### src/rtl/debug_ram_loader.sv
// Load/run/dump engine: writes an input word stream into a BRAM debug port, runs the core
// for a fixed window, then streams the whole BRAM back out.
module debug_ram_loader #(
  parameter int unsigned BRAMWORDS  = 4096,
  parameter int unsigned RUN_CYCLES = 200000,
  parameter int unsigned RST_CYCLES = 4
) (
  input  logic        CPU_CLK,
  input  logic        CPU_RST,
  input  logic        start,
  input  logic        in_valid,
  input  logic [31:0] in_data,
  input  logic        in_last,
  output logic        in_ready,
  output logic        out_valid,
  output logic [31:0] out_data,
  output logic        out_last,
  input  logic        out_ready,
  output logic [31:0] Debug_RAM_A2,
  output logic [31:0] Debug_RAM_WD2,
  output logic [3:0]  Debug_RAM_WE2,
  input  logic [31:0] Debug_RAM_RD2,
  output logic        core_rst_o,
  output logic        busy,
  output logic        done
);

  localparam int unsigned CntW   = $clog2(BRAMWORDS) + 1;
  localparam int unsigned RunMax = (RUN_CYCLES > RST_CYCLES) ? RUN_CYCLES : RST_CYCLES;
  localparam int unsigned RunW   = $clog2(RunMax) + 1;
  localparam logic [CntW-1:0] LastWord = CntW'(BRAMWORDS - 1);
  localparam logic [RunW-1:0] RunLast  = RunW'(RUN_CYCLES - 1);
  localparam logic [RunW-1:0] RstLast  = RunW'(RST_CYCLES - 1);

  typedef enum logic [2:0] {
    StIdle, StLoad, StCoreRst, StRun, StDumpAddr, StDumpWait, StDumpPresent, StDone
  } state_e;

  state_e          state;
  logic [31:0]     addr;
  logic [CntW-1:0] count;
  logic [RunW-1:0] run_cnt;

  always_ff @(posedge CPU_CLK) begin
    if (CPU_RST) begin
      state         <= StIdle;
      addr          <= '0;
      count         <= '0;
      run_cnt       <= '0;
      Debug_RAM_A2  <= '0;
      Debug_RAM_WD2 <= '0;
      Debug_RAM_WE2 <= '0;
      in_ready      <= 1'b0;
      out_valid     <= 1'b0;
      out_last      <= 1'b0;
      out_data      <= '0;
      core_rst_o    <= 1'b1;
      busy          <= 1'b0;
      done          <= 1'b0;
    end else begin
      Debug_RAM_WE2 <= 4'h0;
      case (state)
        StIdle, StDone: begin
          if (start) begin
            state    <= StLoad;
            addr     <= '0;
            count    <= '0;
            in_ready <= 1'b1;
            busy     <= 1'b1;
            done     <= 1'b0;
          end
        end
        StLoad: begin
          if (in_valid && in_ready) begin
            Debug_RAM_A2  <= addr;
            Debug_RAM_WD2 <= in_data;
            Debug_RAM_WE2 <= 4'hF;
            addr          <= addr + 32'd4;
            count         <= count + 1'b1;
            // Final word either flagged by the host or filling the BRAM.
            if (in_last || count == LastWord) begin
              state    <= StCoreRst;
              in_ready <= 1'b0;
              run_cnt  <= '0;
            end
          end
        end
        StCoreRst: begin
          if (run_cnt == RstLast) begin
            state      <= StRun;
            core_rst_o <= 1'b0;
            run_cnt    <= '0;
          end else begin
            run_cnt <= run_cnt + 1'b1;
          end
        end
        StRun: begin
          if (run_cnt == RunLast) begin
            state        <= StDumpAddr;
            core_rst_o   <= 1'b1;
            addr         <= '0;
            count        <= '0;
            Debug_RAM_A2 <= '0;
          end else begin
            run_cnt <= run_cnt + 1'b1;
          end
        end
        // A2 was loaded on entry; the BRAM samples it at the end of this cycle.
        StDumpAddr: state <= StDumpWait;
        StDumpWait: begin
          out_data  <= Debug_RAM_RD2;
          out_valid <= 1'b1;
          out_last  <= (count == LastWord);
          state     <= StDumpPresent;
        end
        StDumpPresent: begin
          if (out_ready) begin
            out_valid <= 1'b0;
            out_last  <= 1'b0;
            if (out_last) begin
              state <= StDone;
              busy  <= 1'b0;
              done  <= 1'b1;
            end else begin
              addr         <= addr + 32'd4;
              count        <= count + 1'b1;
              Debug_RAM_A2 <= addr + 32'd4;
              state        <= StDumpAddr;
            end
          end
        end
        default: state <= StIdle;
      endcase
    end
  end

endmodule
### config.mk
export PLATFORM = sky130hd
export DESIGN_NAME = debug_ram_loader
export DESIGN_NICKNAME = d
export VERILOG_FILES = /design/src/rtl/debug_ram_loader.sv
export SDC_FILE = /design/constraint.sdc
export NUM_CORES = 1
export LEC_CHECK = 0
export CORE_MARGIN = 4
export CORE_UTILIZATION = 51
export CTS_CLUSTER_SIZE = 30
export DETAILED_ROUTE_END_ITERATION = 10
export PLACE_DENSITY = 0.88
export SETUP_SLACK_MARGIN = 0.1
export SLEW_MARGIN = 15
export SYNTH_ARGS = -nofsm -noshare
export SYNTH_HDL_FRONTEND = slang
export SYNTH_SLANG_ARGS = --single-unit
### constraint.sdc
create_clock -name CPU_CLK -period 2.9 [get_ports CPU_CLK]
set_input_delay 0.58 -clock CPU_CLK [delete_from_list [all_inputs] [get_ports CPU_CLK]]
set_output_delay 0.58 -clock CPU_CLK [all_outputs]
set_load 0.005 [all_outputs]
==> flow_metrics.py <==
metrics = {
    "critical_path": {
        "end_kind": "register",
        "rr_startpoint": "state[0]$_SDFFE_PP0P_",
        "worst-r2r-setup-slack_ns": 0.36,
        "worstPathArrival_ns": 2.90,
        "start_kind": "register",
        "crit_fanout": 22,
        "crit_type": "reg -> reg",
        "cp.required_ns": 3.26,
        "rr_endpoint": "count[7]$_SDFFE_PP0P_",
        "reg2reg_depth": 4,
    },
    "synthesis": {
        "netlist_area_sq_um": 7990,
        "synth-async-reset-ratio_pct": 0,
        "synth.mux.area_fraction_pct": 0.532,
        "synth_top_family_by_area": "compound AO/OA/AOI/OAI gates",
        "synth.most_common_cell": "nand2_1",
        "synthSimpleGateAreaFrac_pct": 25.1,
        "yosys_warnings": 0,
        "synth_flop_cell": "dfxtp_1",
        "synth_common_cells": "nand2_1, dfxtp_1, a21oi_1, clkbuf_1, o21ai_0",
        "ys_ff_latch": 166,
        "synth-xor-area-share_pct": 0.987,
        "synth_adder_area_share_pct": 0.470,
        "synthTopCellsByArea": "dfxtp_1, a21oi_1, nand2_1",
        "synth_compound_area_share_pct": 25.7,
        "synth_top_area_share_pct": 41.6,
        "syn_area_per_cell_sq_um": 7.79,
        "ys_seq_area_share_pct": 41.6,
        "synth-edff-count": 0,
        "yosysTopAreaCell": "dfxtp_1",
        "netlist_instances": 1026,
        "synth_cell_types": 60,
    },
    "global_route": {
        "track_usage_pct": 25.4,
        "grt_pass1_wl_mm": 37.5,
        "grt-ovfl-total": 0,
        "first_global_vias": 7333,
        "grt_start_max_net_pins": 82,
        "grt_antenna_before_repair": 0,
    },
    "sta": {
        "fmax_mhz": 394,
        "layout_setup_ws_ns": 0.361,
        "setup_viol": 0,
        "finalHoldViolations": 0,
        "finalCritPeriodShare_pct": 87.6,
        "tightestPinTransition_ns": 0.694,
        "max-slew-margin-rel_pct": 53.4,
        "tns_ns": 0,
        "clock_skew_ns": 0.0125,
        "rsz0062_at_grt": "no",
        "whs_ns": 0.452,
        "drv_slew": 0,
        "period_needed_ns": 2.54,
    },
    "hold_path": {
        "min_path_cells": 2,
        "holdCritPathClass": "reg -> reg",
        "holdCritStartpoint": "out_valid$_SDFFE_PP0P_",
        "whs_endpoint": "out_valid$_SDFFE_PP0P_",
    },
    "flow_run": {
        "maxCapViolCount": 0,
    },
    "detailed_routing": {
        "first_pass_iters": 5,
        "ant_nets": 0,
        "initialDrtViolationCount": 897,
        "wl_per_cell_microns": 16.8,
        "drc": 0,
        "wl_mm": 23.4,
        "detail_route.vias_per_cell": 5.97,
        "vias": 8293,
    },
    "placed_design": {
        "gp_congestion": 0.944,
        "post-place-ws_ns": -0.0166,
        "place_area_sq_um": 9940,
        "io_buffers": 173,
        "place_hpwl_mm": 16.1,
    },
    "die": {
        "die-area_sq_um": 17700,
        "rows": 45,
        "die_y_microns": 133,
        "ioPinCount": 176,
        "die_x_microns": 133,
        "start_util_pct": 52.4,
        "core_sq_um": 15300,
    },
    "cts": {
        "cts_buffer_depth": 2,
        "h-tree-depth": 4,
        "clk_latency_ns": 0.43,
        "cts_setup_buffers": 0,
        "clkTransAtPathRegs_ns": 0.06,
        "cts_sinks": 166,
        "cts_tree": "yes",
        "cts_buffers": 17,
        "cts-root-buf": "clkbuf_16",
        "ctsResizeCount": 0,
        "hold_buffers": 0,
    },
    "pwr": {
        "p_comb_share_pct": 21.7,
        "switching_power_mw": 1.76,
        "p_clk_share_pct": 36.0,
        "ir_drop_uv": 425,
        "p_leak_nw": 3.28,
        "p_int_mw": 4.19,
        "powerDensity_nw_per_um2": 567,
        "switching_share_pct": 29.6,
        "power_frac_seq_pct": 42.3,
    },
    "layout": {
        "fin_util_pct": 68.8,
        "syn_to_final_growth_pct": 31.3,
        "antenna_cells": 0,
        "stdcell_area_sq_um": 10500,
        "drive_gt1_share_pct": 7.72,
        "fin_nets": 1240,
    },
    "status": {
        "status": "complete, no violations",
    },
}
## worst max path at each step
| stage | from | endpoint | slack, ns | cells after the start |
|---|---|---|---|---|
| after floorplan | in_valid | count[10]$_SDFFE_PP0P_ | 0.65 | 7 |
| after global routing | state[0]$_SDFFE_PP0P_ | count[8]$_SDFFE_PP0P_ | 0.19 | 4 |
| after detailed placement | in_valid | count[7]$_SDFFE_PP0P_ | -0.02 | 6 |
| after global placement | in_valid | count[4]$_SDFFE_PP0P_ | 0.04 | 6 |
| after CTS | state[0]$_SDFFE_PP0P_ | count[7]$_SDFFE_PP0P_ | 0.37 | 4 |
| final | state[0]$_SDFFE_PP0P_ | count[7]$_SDFFE_PP0P_ | 0.36 | 4 |
## placed cells by master (no fill, tap or decap), types with 6 or more instances in the layout
| cell | n |
|---|---|
| a211oi_1 | 18 |
| a21oi_1 | 157 |
| a311oi_1 | 44 |
| a31oi_1 | 19 |
| a41oi_1 | 10 |
| and2_1 | 7 |
| and3_1 | 15 |
| buf_4 | 40 |
| clkbuf_16 | 17 |
| clkdlybuf4s50_1 | 172 |
| clkinv_2 | 6 |
| dfxtp_1 | 166 |
| inv_1 | 9 |
| nand2_1 | 194 |
| nand3_1 | 30 |
| nand4_1 | 21 |
| nor2_1 | 35 |
| nor2b_1 | 9 |
| nor3_1 | 17 |
| nor4_1 | 6 |
| o21ai_0 | 45 |
| o31ai_1 | 13 |
| or3_1 | 26 |
| or4_1 | 17 |
| xnor2_1 | 9 |
## flip-flops by register name, summed over array words and instances, names as in the netlist
signal,flops
run_cnt,19
out_data,32
Debug_RAM_A2,30
in_ready,1
Debug_RAM_WD2,32
state,3
core_rst_o,1
count,13
out_last,1
addr,30
busy,1
done,1
out_valid,1
Debug_RAM_WE2,1
## logic make-up after synthesis
family                     Yosys count
xor gates and xnor gates             9
adders and majority gates            3
buffers and inverters              103
and+or+nand+nor                    408
other                                1
AOI/OAI and AO/OA                  333
muxes                                3
DFF                                166
## power groups by stage
stage               registers (mW)  logic (mW)  clock network (mW)
floorplan                     2.52       0.758                   0
global placement              2.56        1.25                   0
detailed placement            2.56        1.27                   0
global route                  2.54        1.41                2.26
CTS                           2.51        1.28                2.16
finish                        2.52        1.29                2.14
## worst max-delay path, cell delays in order, from the launching register on
cell and delay, ns:
dfxtp_1 0.68, mux4_2 0.60, or2_1 0.49, or4_1 0.55, a21oi_1 0.16
## layout make-up
class,count,area [sq um]
repair buffers,215,2080
fillers,1228,4760
multi-input cells,758,4240
inverters,9,33.8
flip-flops and latches,166,3320
well taps,211,264
clock inverters,12,101
clock buffers,19,453
## metal layers
layer	part of all wire, %	vias up	global-route usage, %
met5	0	-	0
met4	2.6	0	8.74
met3	6.3	51	4.12
met1	41	3868	33.5
li1	-	4054	-
met2	50	320	42.5
## per-stage QoR
step                total power [mW]  cells
finish                          5.95   1390
detailed placement              3.83   1359
floorplan                       3.28   1027
global placement                3.80   1359
CTS                             5.95   1390
global route                    6.20   1390
Note: power is estimated with default switching activity, not from simulation.
